$ cat src/rtl/apb_gpio_v2_pkg.sv
// apb_gpio_v2_pkg: register offsets, interrupt-type encoding and event helper
package apb_gpio_v2_pkg;
    localparam logic [3:0] OFF_DIR    = 4'h0;
    localparam logic [3:0] OFF_IN     = 4'h1;
    localparam logic [3:0] OFF_OUT    = 4'h2;
    localparam logic [3:0] OFF_SET    = 4'h3;
    localparam logic [3:0] OFF_CLR    = 4'h4;
    localparam logic [3:0] OFF_TGL    = 4'h5;
    localparam logic [3:0] OFF_INTEN  = 4'h6;
    localparam logic [3:0] OFF_TYPE0  = 4'h7;
    localparam logic [3:0] OFF_TYPE1  = 4'h8;
    localparam logic [3:0] OFF_STATUS = 4'h9;
    localparam logic [3:0] OFF_DBEN   = 4'hA;
    localparam logic [3:0] OFF_DBCNT  = 4'hB;

    localparam logic [1:0] IT_HIGH = 2'b00;
    localparam logic [1:0] IT_LOW  = 2'b01;
    localparam logic [1:0] IT_RISE = 2'b10;
    localparam logic [1:0] IT_FALL = 2'b11;

    function automatic logic int_event(input logic [1:0] t, input logic f, input logic fd);
        return t == IT_HIGH ? f :
               t == IT_LOW  ? !f :
               t == IT_RISE ? (f && !fd) :
                              (!f && fd);
    endfunction
endpackage

$ cat src/rtl/gpio_debounce.sv
// gpio_debounce: one pin's two-flop synchroniser and counter-based debounce filter
module gpio_debounce #(
    parameter int DB_W = 8
) (
    input  logic            HCLK,
    input  logic            HRESETn,
    input  logic            din_i,
    input  logic            db_en_i,
    input  logic [DB_W-1:0] thr_i,
    output logic            sync_o,
    output logic            filt_o
);
    logic            sync0_q, sync1_q, filt_q, filt_d;
    logic [DB_W-1:0] cnt_q, cnt_d;

    // filt follows sync1 once it has differed for thr+1 cycles; counter saturates, never wraps
    always_comb begin
        filt_d = db_en_i ? ((sync1_q != filt_q && cnt_q == thr_i) ? sync1_q : filt_q) : sync1_q;
        cnt_d  = (!db_en_i || sync1_q == filt_q || cnt_q == thr_i) ? '0 :
                 (&cnt_q) ? cnt_q : cnt_q + 1'b1;
    end

    // synchroniser, filter and counter state
    always_ff @(posedge HCLK or negedge HRESETn) begin
        if (!HRESETn) begin
            sync0_q <= 1'b0;
            sync1_q <= 1'b0;
            filt_q  <= 1'b0;
            cnt_q   <= '0;
        end else begin
            sync0_q <= din_i;
            sync1_q <= sync0_q;
            filt_q  <= filt_d;
            cnt_q   <= cnt_d;
        end
    end

    assign sync_o = sync1_q;
    assign filt_o = filt_q;
endmodule

$ cat src/rtl/apb_gpio_v2.sv
// apb_gpio_v2: APB GPIO with atomic output ops, sticky W1C interrupts and input debounce
module apb_gpio_v2
    import apb_gpio_v2_pkg::*;
#(
    parameter int APB_ADDR_WIDTH = 12,
    parameter int NUM_GPIO       = 32,
    parameter int DB_W           = 8
) (
    input  logic                      HCLK,
    input  logic                      HRESETn,
    input  logic [APB_ADDR_WIDTH-1:0] PADDR,
    input  logic [31:0]               PWDATA,
    input  logic                      PWRITE,
    input  logic                      PSEL,
    input  logic                      PENABLE,
    output logic [31:0]               PRDATA,
    output logic                      PREADY,
    output logic                      PSLVERR,
    input  logic [NUM_GPIO-1:0]       gpio_in,
    output logic [NUM_GPIO-1:0]       gpio_in_sync,
    output logic [NUM_GPIO-1:0]       gpio_out,
    output logic [NUM_GPIO-1:0]       gpio_dir,
    output logic                      interrupt
);
    logic [3:0]          off;
    logic                acc, wr;
    logic [15:0]         we;
    logic [NUM_GPIO-1:0] wdat, filt, evt;
    logic [NUM_GPIO-1:0] dir_q, dir_d, out_q, out_d, inten_q, inten_d;
    logic [NUM_GPIO-1:0] type0_q, type0_d, type1_q, type1_d;
    logic [NUM_GPIO-1:0] status_q, status_d, dben_q, dben_d, filt_dly_q;
    logic [DB_W-1:0]     dbcnt_q, dbcnt_d;
    logic                unused_bits;

    assign off  = PADDR[5:2];
    assign acc  = PSEL & PENABLE;
    assign wr   = acc & PWRITE;
    assign we   = wr ? (16'b1 << off) : '0;
    assign wdat = PWDATA[NUM_GPIO-1:0];
    assign unused_bits = ^{PADDR, PWDATA};

    for (genvar i = 0; i < NUM_GPIO; i++) begin : g_pin
        gpio_debounce #(.DB_W(DB_W)) u_db (
            .HCLK    (HCLK),
            .HRESETn (HRESETn),
            .din_i   (gpio_in[i]),
            .db_en_i (dben_q[i]),
            .thr_i   (dbcnt_q),
            .sync_o  (gpio_in_sync[i]),
            .filt_o  (filt[i])
        );
        assign evt[i] = inten_q[i] & int_event({type1_q[i], type0_q[i]}, filt[i], filt_dly_q[i]);
    end

    // register next-state; a new interrupt event beats a same-cycle W1C
    always_comb begin
        dir_d    = we[OFF_DIR]   ? wdat : dir_q;
        out_d    = we[OFF_OUT]   ? wdat :
                   we[OFF_SET]   ? out_q | wdat :
                   we[OFF_CLR]   ? out_q & ~wdat :
                   we[OFF_TGL]   ? out_q ^ wdat : out_q;
        inten_d  = we[OFF_INTEN] ? wdat : inten_q;
        type0_d  = we[OFF_TYPE0] ? wdat : type0_q;
        type1_d  = we[OFF_TYPE1] ? wdat : type1_q;
        dben_d   = we[OFF_DBEN]  ? wdat : dben_q;
        dbcnt_d  = we[OFF_DBCNT] ? PWDATA[DB_W-1:0] : dbcnt_q;
        status_d = (status_q & ~(we[OFF_STATUS] ? wdat : '0)) | evt;
    end

    // combinational read mux; write-only and unmapped offsets read 0
    always_comb begin
        PRDATA = '0;
        case (off)
            OFF_DIR:    PRDATA = 32'(dir_q);
            OFF_IN:     PRDATA = 32'(filt);
            OFF_OUT:    PRDATA = 32'(out_q);
            OFF_INTEN:  PRDATA = 32'(inten_q);
            OFF_TYPE0:  PRDATA = 32'(type0_q);
            OFF_TYPE1:  PRDATA = 32'(type1_q);
            OFF_STATUS: PRDATA = 32'(status_q);
            OFF_DBEN:   PRDATA = 32'(dben_q);
            OFF_DBCNT:  PRDATA = 32'(dbcnt_q);
            default:    PRDATA = '0;
        endcase
    end

    // control/status registers and the delayed filter used for edge detection
    always_ff @(posedge HCLK or negedge HRESETn) begin
        if (!HRESETn) begin
            dir_q      <= '0;
            out_q      <= '0;
            inten_q    <= '0;
            type0_q    <= '0;
            type1_q    <= '0;
            status_q   <= '0;
            dben_q     <= '0;
            dbcnt_q    <= '0;
            filt_dly_q <= '0;
        end else begin
            dir_q      <= dir_d;
            out_q      <= out_d;
            inten_q    <= inten_d;
            type0_q    <= type0_d;
            type1_q    <= type1_d;
            status_q   <= status_d;
            dben_q     <= dben_d;
            dbcnt_q    <= dbcnt_d;
            filt_dly_q <= filt;
        end
    end

    assign PREADY    = 1'b1;
    assign PSLVERR   = acc & (off > OFF_DBCNT);
    assign gpio_out  = out_q;
    assign gpio_dir  = dir_q;
    assign interrupt = |status_q;
endmodule

$ cat config.mk
export PLATFORM = sky130hd
export DESIGN_NAME = apb_gpio_v2
export DESIGN_NICKNAME = d
export VERILOG_FILES = /design/src/rtl/apb_gpio_v2_pkg.sv /design/src/rtl/gpio_debounce.sv /design/src/rtl/apb_gpio_v2.sv
export SDC_FILE = /design/constraint.sdc
export NUM_CORES = 1
export LEC_CHECK = 0
export BUFFER_PORTS_ARGS = -buffer_cell sky130_fd_sc_hd__buf_2
export CAP_MARGIN = 20
export CORE_MARGIN = 3
export CORE_UTILIZATION = 40
export CTS_BUF_LIST = sky130_fd_sc_hd__clkbuf_4 sky130_fd_sc_hd__clkbuf_8
export DETAILED_ROUTE_END_ITERATION = 10
export PLACE_DENSITY = 0.59
export REMOVE_ABC_BUFFERS = 1
export SYNTH_ARGS = -nofsm -noshare
export SYNTH_HDL_FRONTEND = slang
export SYNTH_SLANG_ARGS = --single-unit
$ cat constraint.sdc
create_clock -name HCLK -period 1.66 [get_ports HCLK]
set_input_delay 0.166 -clock HCLK [delete_from_list [all_inputs] [get_ports HCLK]]
set_output_delay 0.166 -clock HCLK [all_outputs]
set_load 0.02 [all_outputs]
[Yosys cells after proc, flatten, opt, wreduce, memory -nomap -nowiden]
Index checks and enable logic that the tools add are counted.
Cells by class
  mux-type cells: 231
  $lt $le $gt $ge: 1
  reduce and logical (&&, ||, !) cells: 323
  add/subtract/negate cells: 32
  equal/unequal tests: 232
  shift operators: 1
  bitwise operators: 42
Operator list (count)
  8-bit two-way mux: 64
  32-bit case mux with 9 select lines: 1
  8-bit by 1-bit adder with 8-bit output, second input constant: 32
  8-bit == test: 32
  8-bit AND reduction: 32
  1-bit two-way mux: 160
  32-bit two-way mux: 5
  2-bit by 1-bit inequality test with 1-bit output, second input constant: 64
  1-bit logical AND: 96
  1-bit logical NOT: 96
  32-bit bitwise AND: 2
  2-bit by 1-bit == test with 1-bit output, second input constant: 32
  2-bit == test, second input constant: 32
  2-bit logical NOT: 32
  1-bit logical OR: 64
  32-bit inverter: 2
  32-bit bitwise OR: 2
  1-bit bitwise AND: 35
  1-bit == test: 32
  1-bit inequality test: 32
  32-bit OR reduction: 1
  32-bit XOR: 1
  4-bit == test, second input constant: 4
  12-bit two-way mux: 1
  other kinds (7): 8
Storage, ports and cells
  register bits after elaboration: 616
  output and inout port bits: 131
  logic and storage cells: 999

[Depth between registers and ports, before layout]
Gate-level depths: netlist (run 1).
  depth in word-level cells: 7
  gate-level depth with buffers: 8
  depth with buffers taken out: 5

[By module]
From an unflattened synthesis (run 1), not the netlist that was laid out.
Unflattened totals
  cell total of the unflattened synthesis: 3229
  area, all modules: 35201.3 µm²
Modules (own cells, without submodules)
  gpio_debounce at g_pin[16].u_db ...: cells each 56, sequential area each 275.3 µm², area an instance 660.6 µm², times used 25
  apb_gpio_v2: cells each 1437, sequential area each 6606.3 µm², area an instance 14078.5 µm², times used 1
  gpio_debounce at g_pin[0].u_db ...: cells each 56, sequential area each 275.3 µm², area an instance 658.1 µm², times used 7

[Worst setup path before layout (run 1)]
Ideal clock, no wire load.
  path kind: input to output
  from: input port PADDR[2]
  to: output port PRDATA[24]
  buffers on the path: 3
  arrival: 1603 ps
  setup slack: -109 ps
  stages on the path: 6
  data required time: 1494 ps
  cell sequence: buf_2 buf_2 buf_2 mux2_2 a222oi_1 nand3_1
On the way
  cells in the longest elaborated chain, start to end: 2
  elaborated cells on any way between the ends: 10
  classes of those cells: 8 x eq/ne; 1 x mux; 1 x reduce/logical
RTL lines
  start, declared: RTL line apb_gpio_v2.sv:11  | input logic [APB_ADDR_WIDTH-1:0] PADDR,
  4-bit == test, or another cell as far along: RTL line apb_gpio_v2.sv:73  | case (off)
  32-bit case mux with 9 select lines (*): RTL line apb_gpio_v2.sv:73
  end, declared: RTL line apb_gpio_v2.sv:16  | output logic [31:0] PRDATA,
Every way passes the cells marked *; elsewhere a longest branch is shown, timed or not.

[Worst setup path in the final report (run 1)]
  from: register inten_q[24]
  to: output port PRDATA[24]
On the way
  cells in the longest elaborated chain, start to end: 1
RTL lines
  start, declared: RTL line apb_gpio_v2.sv:29  | logic [NUM_GPIO-1:0] dir_q, dir_d, out_q, out_d, inten_q, inten_d;
  start signal, assigned: RTL line apb_gpio_v2.sv:102  | inten_q <= inten_d;
  32-bit case mux with 9 select lines: RTL line apb_gpio_v2.sv:73
No other way between the ends.

==> results of run 1 <==
[metrics by stage]
step           utilization (%)  power (uW)  setup slack (ps)
5_1_grt                   54.2       47800              -942
2_1_floorplan                -       23100             -2770
3_3_place_gp              46.1       27500              -425
6_report                  54.2       45700              -809
4_1_cts                   51.8       44900              -775
3_5_place_dp              46.1       27600              -497
[per-layer routing]
metal / global-route usage [%] / vias to the layer above / routed length (um)
met5: 0 / - / 41
li1: - / 12823 / -
met1: 32.2 / 13694 / 45800
met4: 8.45 / 6 / 4130
met2: 37.0 / 927 / 48600
met3: 6.33 / 208 / 8970
[power groups by stage]
| stage | combinational (uW) | sequential, uW | clock, uW |
|---|---|---|---|
| after floorplan | 4240 | 18900 | 0 |
| after global placement | 8680 | 18800 | 0 |
| after detailed placement | 8840 | 18800 | 0 |
| after CTS | 10100 | 18700 | 16100 |
| after global routing | 12100 | 18900 | 16800 |
| final | 11200 | 18700 | 15700 |
[worst min-delay path by stage]
| stage | start | to | slack [ps] | depth (start not counted) |
|---|---|---|---|---|
| after detailed placement | HRESETn | g_pin[26].u_db.cnt_q[2] | 50 | 1 |
| after global routing | gpio_in[13] | g_pin[13].u_db.sync0_q | 20 | 2 |
| after floorplan | HRESETn | dbcnt_q[0] | -130 | 0 |
| final | gpio_in[13] | g_pin[13].u_db.sync0_q | 70 | 2 |
| after CTS | gpio_in[13] | g_pin[13].u_db.sync0_q | 0.6 | 2 |
| after global placement | HRESETn | g_pin[26].u_db.cnt_q[2] | 60 | 1 |
[layout make-up]
cell class / count / area, um2 / share of cell area, %
sequential: 616 / 15500 / 35.1
timing repair buffer: 621 / 5910 / 13.4
multi-input combinational: 2350 / 18400 / 41.9
clock buffer: 175 / 2210 / 5.03
clock inverter: 26 / 259 / 0.589
tap: 1060 / 1330 / 3.01
inverter: 109 / 409 / 0.930
antenna: 1 / 2.50 / 0.00569
[cells by family (layout without fill, tap and decap cells)]
logic type      count (synthesis)  in the layout  synth area share, %
mux                           250            250                 8.23
compound gates                587            587                 11.9
xor+xnor                      388            388                 10.3
fa+ha+maj                      96             96                 3.63
other cells                     1              2               0.0113
flops                         616            616                 46.6
simple gates                 1028           1028                 15.2
buf+inv                       284            931                 4.07
[Yosys cell counts, types with 69 or more instances]
master | instances | share of area [%]
dfrtp_1 | 616 | 47
nor2_1 | 339 | 3.8
xnor2_1 | 260 | 6.9
nand2_1 | 190 | 2.2
mux2_2 | 165 | 5.6
o21ai_0 | 159 | 2.4
xor2_1 | 128 | 3.4
a21oi_1 | 113 | 1.7
nand4_1 | 113 | 2.1
nand3_1 | 110 | 1.7
inv_1 | 107 | 1.2
nor3_1 | 100 | 1.5
ha_1 | 96 | 3.6
mux2i_1 | 73 | 2.2
buf_2 | 69 | 1.0
[what timing repair did]
item | CTS | global route
buffers inserted | 33 | 28
pin swaps | 155 | 247
cloned | 4 | 12
endpoints found under the setup margin | 83 | 335
resized for setup | 257 | 338
endpoints found under the hold margin | 876 | 0
hold buffers | 68 | 0
[worst max-delay path, cell delays in order, from the launching register on]
cell      delay (ps)
dfrtp_1          400
mux2_4           280
a222oi_1         390
nand3_1          270
buf_6            210
==> results.yml, run 1 <==
layout:
  fin_cells: 4958
  final_nets: 3986
  mostFrequentLayoutCells: "dfrtp_1, nor2_1, buf_4"
  syn2layout_area_growth_pct: 33.0
  final_common_cell: "dfrtp_1"
  drive_gt1_share_pct: 33.1
  final_area_mm2: 0.0440
  largest_reg_flops: 256
  top_register: "g_pin.u_db.cnt_q"
  fillers: 7144
grt:
  grt.total_usage_pct: 23.8
  antenna_found_initial: 4
  grt_max_degree: 66
  grt_pass1_vias: 26974
  overflow: 0
  grt_pass1_wl_um: 159000
logic_synthesis:
  ys_seq_area_share_pct: 46.6
  synth_warnings: 0
  ys_ff_latch: 616
  synth_ff_type: "dfrtp_1"
  synth_area_per_cell_um2: 10.2
  async_reset_ff_share_pct: 100
  synth_edf_count: 0
  synth_cells: 3250
  synth_cell_type_count: 64
  netlist_area_mm2: 0.0331
clock_network:
  clockRootBuffer: "clkbuf_8"
  clock_path_buffers: 3
  cts.sinks: 616
  cts_tree: "yes"
  clock_latency_ps: 740
  cts_buffers: 111
  clk_pin_slew_worst_paths_ps: 60
  htree_levels: 3
timing:
  fin_ws_ps: -809
  finClkSkew_ps: 47.6
  layout_min_cycle_time_ps: 2470
  tns_ps: -89110
  slew_headroom_pct: 43.4
  rsz0062_at_grt: "yes"
  tightest_slew_ps: 847
  maxSlewViolCount: 0
  fmax_mhz: 405
  setup_viol: 287
  hold_viol_final: 0
  fin_crit_sh_pct: 149
  timing.hold.ws_ps: 67.7
worst_setup_path:
  cp_data_required_time_ps: 1490
  r2r-end: "g_pin[13].u_db.cnt_q[7]"
  rr_worst_depth: 11
  rrSetupSlack_ps: -470
  startpoint: "inten_q[24]"
  crit_path_end: "PRDATA[24]"
  path_max_fanout: 2
  r2r-start: "dbcnt_q[6]"
  path_class: "register to primary output"
  endpoint_kind: "primary output"
  crit_arrival_ps: 2300
  startpoint_type: "register"
place:
  dp_hpwl_um: 72000
  numPlacedInstances: 4620
  placed_area_mm2: 0.0375
  globalplace.congestion: 0.855
  portBuffers: 202
detailed_routing:
  wl_um: 108000
  vias_per_cell: 5.58
  num_vias: 27658
  ant_nets: 0
  drt_pass1_iterations: 7
  drc: 0
  drt_iter0_drc: 2064
  wl_per_cell_um: 21.7
worst_hold_path:
  worstHoldPathType: "input port to register"
pwr:
  pwr_density_cell_mw_per_mm2: 1040
  seqPwrFrac_pct: 41.0
  ir_drop_v: 0.000784
  p_int_uw: 31100
  p_comb_share_pct: 24.6
  p_leak_uw: 0.0187
  p_clk_share_pct: 34.4
  power.share.switching_pct: 32.0
  p_switching_uw: 14600
floorplan:
  start_util_pct: 40.7
  dieArea_mm2: 0.0862
  std_cell_rows: 104
  ios: 212
  die_y_um: 294
  core_mm2: 0.0812
  die_w_um: 294
job:
  drv_cap: 0
outcome:
  outcome: "complete, but fails checks"
  violations: "setup timing"
(Power assumes the default switching activity.)
==> run 2, diff against run 1 <==
--- a/config.mk
+++ b/config.mk
@@ -11,7 +11,7 @@
 export CORE_UTILIZATION = 40
 export CTS_BUF_LIST = sky130_fd_sc_hd__clkbuf_4 sky130_fd_sc_hd__clkbuf_8
 export DETAILED_ROUTE_END_ITERATION = 10
-export PLACE_DENSITY = 0.59
+export PLACE_DENSITY = 0.56
 export REMOVE_ABC_BUFFERS = 1
 export SYNTH_ARGS = -nofsm -noshare
 export SYNTH_HDL_FRONTEND = slang
==> constraint.sdc (replaced) <==
create_clock -name HCLK -period 3 [get_ports HCLK]
set_input_delay 0.3 -clock HCLK [delete_from_list [all_inputs] [get_ports HCLK]]
set_output_delay 0.3 -clock HCLK [all_outputs]
set_load 0.02 [all_outputs]
==> results.yml, run 2 (synthesized netlist as in run 1, its figures left out) <==
worst_setup_path:
  path_max_fanout: 22
  endpoint_kind: "primary output"
  startpoint: "dbcnt_q[4]"
  max_stage_delay_ps: 800
  r2r-start: "dbcnt_q[4]"
  rrSetupSlack_ps: 570
  critical_path.cell_chain: "a22o_1 -> a221oi_1 -> nand4_1 -> buf_2"
  cp_data_required_time_ps: 2700
  cpMaxStageDelayCell: "dfrtp_2"
  path_class: "register to primary output"
  startpoint_type: "register"
  crit_arrival_ps: 2580
clock_network:
  clockRootBuffer: "clkbuf_8"
  clock_latency_ps: 780
  clk_pin_slew_worst_paths_ps: 70
  clock_path_buffers: 3
  cts_tree: "yes"
  cts_buffers: 112
  cts.sinks: 616
  htree_levels: 3
timing:
  tightest_slew_ps: 1090
  hold_viol_final: 0
  finClkSkew_ps: 53.6
  rsz0062_at_grt: "no"
  slew_headroom_pct: 27.6
  layout_min_cycle_time_ps: 2880
  fin_ws_ps: 116
  timing.hold.ws_ps: 85.6
  maxSlewViolCount: 0
  fmax_mhz: 347
  tns_ps: 0
  fin_crit_sh_pct: 96.1
  setup_viol: 0
job:
  drv_cap: 0
grt:
  grt_pass1_vias: 25519
  grt_pass1_wl_um: 154000
  antenna_found_initial: 6
  overflow: 0
  grt_max_degree: 76
  grt.total_usage_pct: 23.0
detailed_routing:
  wl_um: 101000
  vias_per_cell: 5.55
  wl_per_cell_um: 21.2
  drt_pass1_iterations: 6
  num_vias: 26285
  ant_nets: 0
  drc: 0
  drt_iter0_drc: 2138
worst_hold_path:
  worstHoldPathType: "input port to register"
  holdCritStartpoint: "PENABLE"
layout:
  mostFrequentLayoutCells: "dfrtp_1, nor2_1, xnor2_1"
  final_area_mm2: 0.0390
  largest_reg_flops: 256
  top_register: "g_pin.u_db.cnt_q"
  final_nets: 3762
  final_common_cell: "dfrtp_1"
  utilization_pct: 48.0
  syn2layout_area_growth_pct: 17.8
  drive_gt1_share_pct: 20.0
place:
  pre_cts_ws_ps: 491
  placed_area_mm2: 0.0357
  dp_hpwl_um: 67600
  portBuffers: 202
  globalplace.congestion: 0.855
floorplan:
  dieArea_mm2: 0.0862
  die_y_um: 294
  ios: 212
  die_w_um: 294
  core_mm2: 0.0812
  std_cell_rows: 104
  start_util_pct: 40.7
outcome:
  outcome: "finished, final reports clean"
pwr:
  p_switching_uw: 7470
  p_leak_uw: 0.0167
  p_int_uw: 16300
  p_comb_share_pct: 18.2
  pwr_density_cell_mw_per_mm2: 610
  seqPwrFrac_pct: 44.4
  p_clk_share_pct: 37.4
  power.share.switching_pct: 31.4
  ir_drop_v: 0.000340
## run 2: changes by cell type in the layout (fill, tap and decap cells not counted), moves of 46 or more
cell / previous run / this run
buf_12: 68 / 17
xnor2_1: 138 / 260
buf_4: 245 / 112
nor2_1: 263 / 337
buf_6: 46 / 0
nor2_2: 60 / 0
xnor2_2: 114 / 0
## run 2: area by class of cell
cell class / instances / area (um2)
diodes: 3 / 7.51
clock inverters: 16 / 201
flip-flops and latches: 616 / 15400
clock buffers: 185 / 2330
well taps: 1060 / 1330
fillers: 7674 / 42200
inverters: 109 / 409
multi-input cells: 2350 / 16400
repair buffers: 396 / 2860
## run 2: timing repair
action / 4_1_cts / 5_1_grt
buffers inserted: 0 / 1
resized for setup: 0 / 3
endpoints found under the hold margin: 286 / 0
hold buffers: 65 / 0
setup endpoints to repair: 0 / 4
## run 2: per-stage QoR
step           std cells  total power, uW
5_1_grt             4733            24900
2_1_floorplan       3075            12800
4_1_cts             4731            24000
3_3_place_gp        4464            14800
6_report            4735            23700
3_5_place_dp        4465            14900
## run 2: power groups by stage
stage | clock [uW] | sequential (uW) | combinational (uW)
final | 8880 | 10500 | 4320
after global routing | 9520 | 10700 | 4770
after CTS | 9140 | 10500 | 4320
after detailed placement | 0 | 10700 | 4220
after global placement | 0 | 10700 | 4150
after floorplan | 0 | 10400 | 2350
## run 2: critical path: cells and delay by family, from the launching register on
family / cells / cell delay, ps
buffers and inverters: 1 / 220
DFF: 1 / 800
AOI/OAI and AO/OA: 2 / 600
and+or+nand+nor: 1 / 220
## run 2: routing by layer
metal / GRT usage [%] / routed length (um) / vias up
li1: - / - / 12346
met1: 32.3 / 45800 / 13022
met2: 36.4 / 45600 / 735
met3: 4.29 / 6300 / 178
met4: 6.93 / 2850 / 4
met5: 0 / 20 / -
## run 2: path summary, 6_finish.rpt
path                                            to  cells after the start
setup / recovery                         PRDATA[4]                      4
hold / removal                        status_q[30]                      4
setup reg to reg             g_pin[30].u_db.filt_o                      5
hold reg to reg               g_pin[4].u_db.sync_o                      0
max in group asynchronous              gpio_dir[8]                      3
min in group asynchronous  g_pin[16].u_db.cnt_q[3]                      2
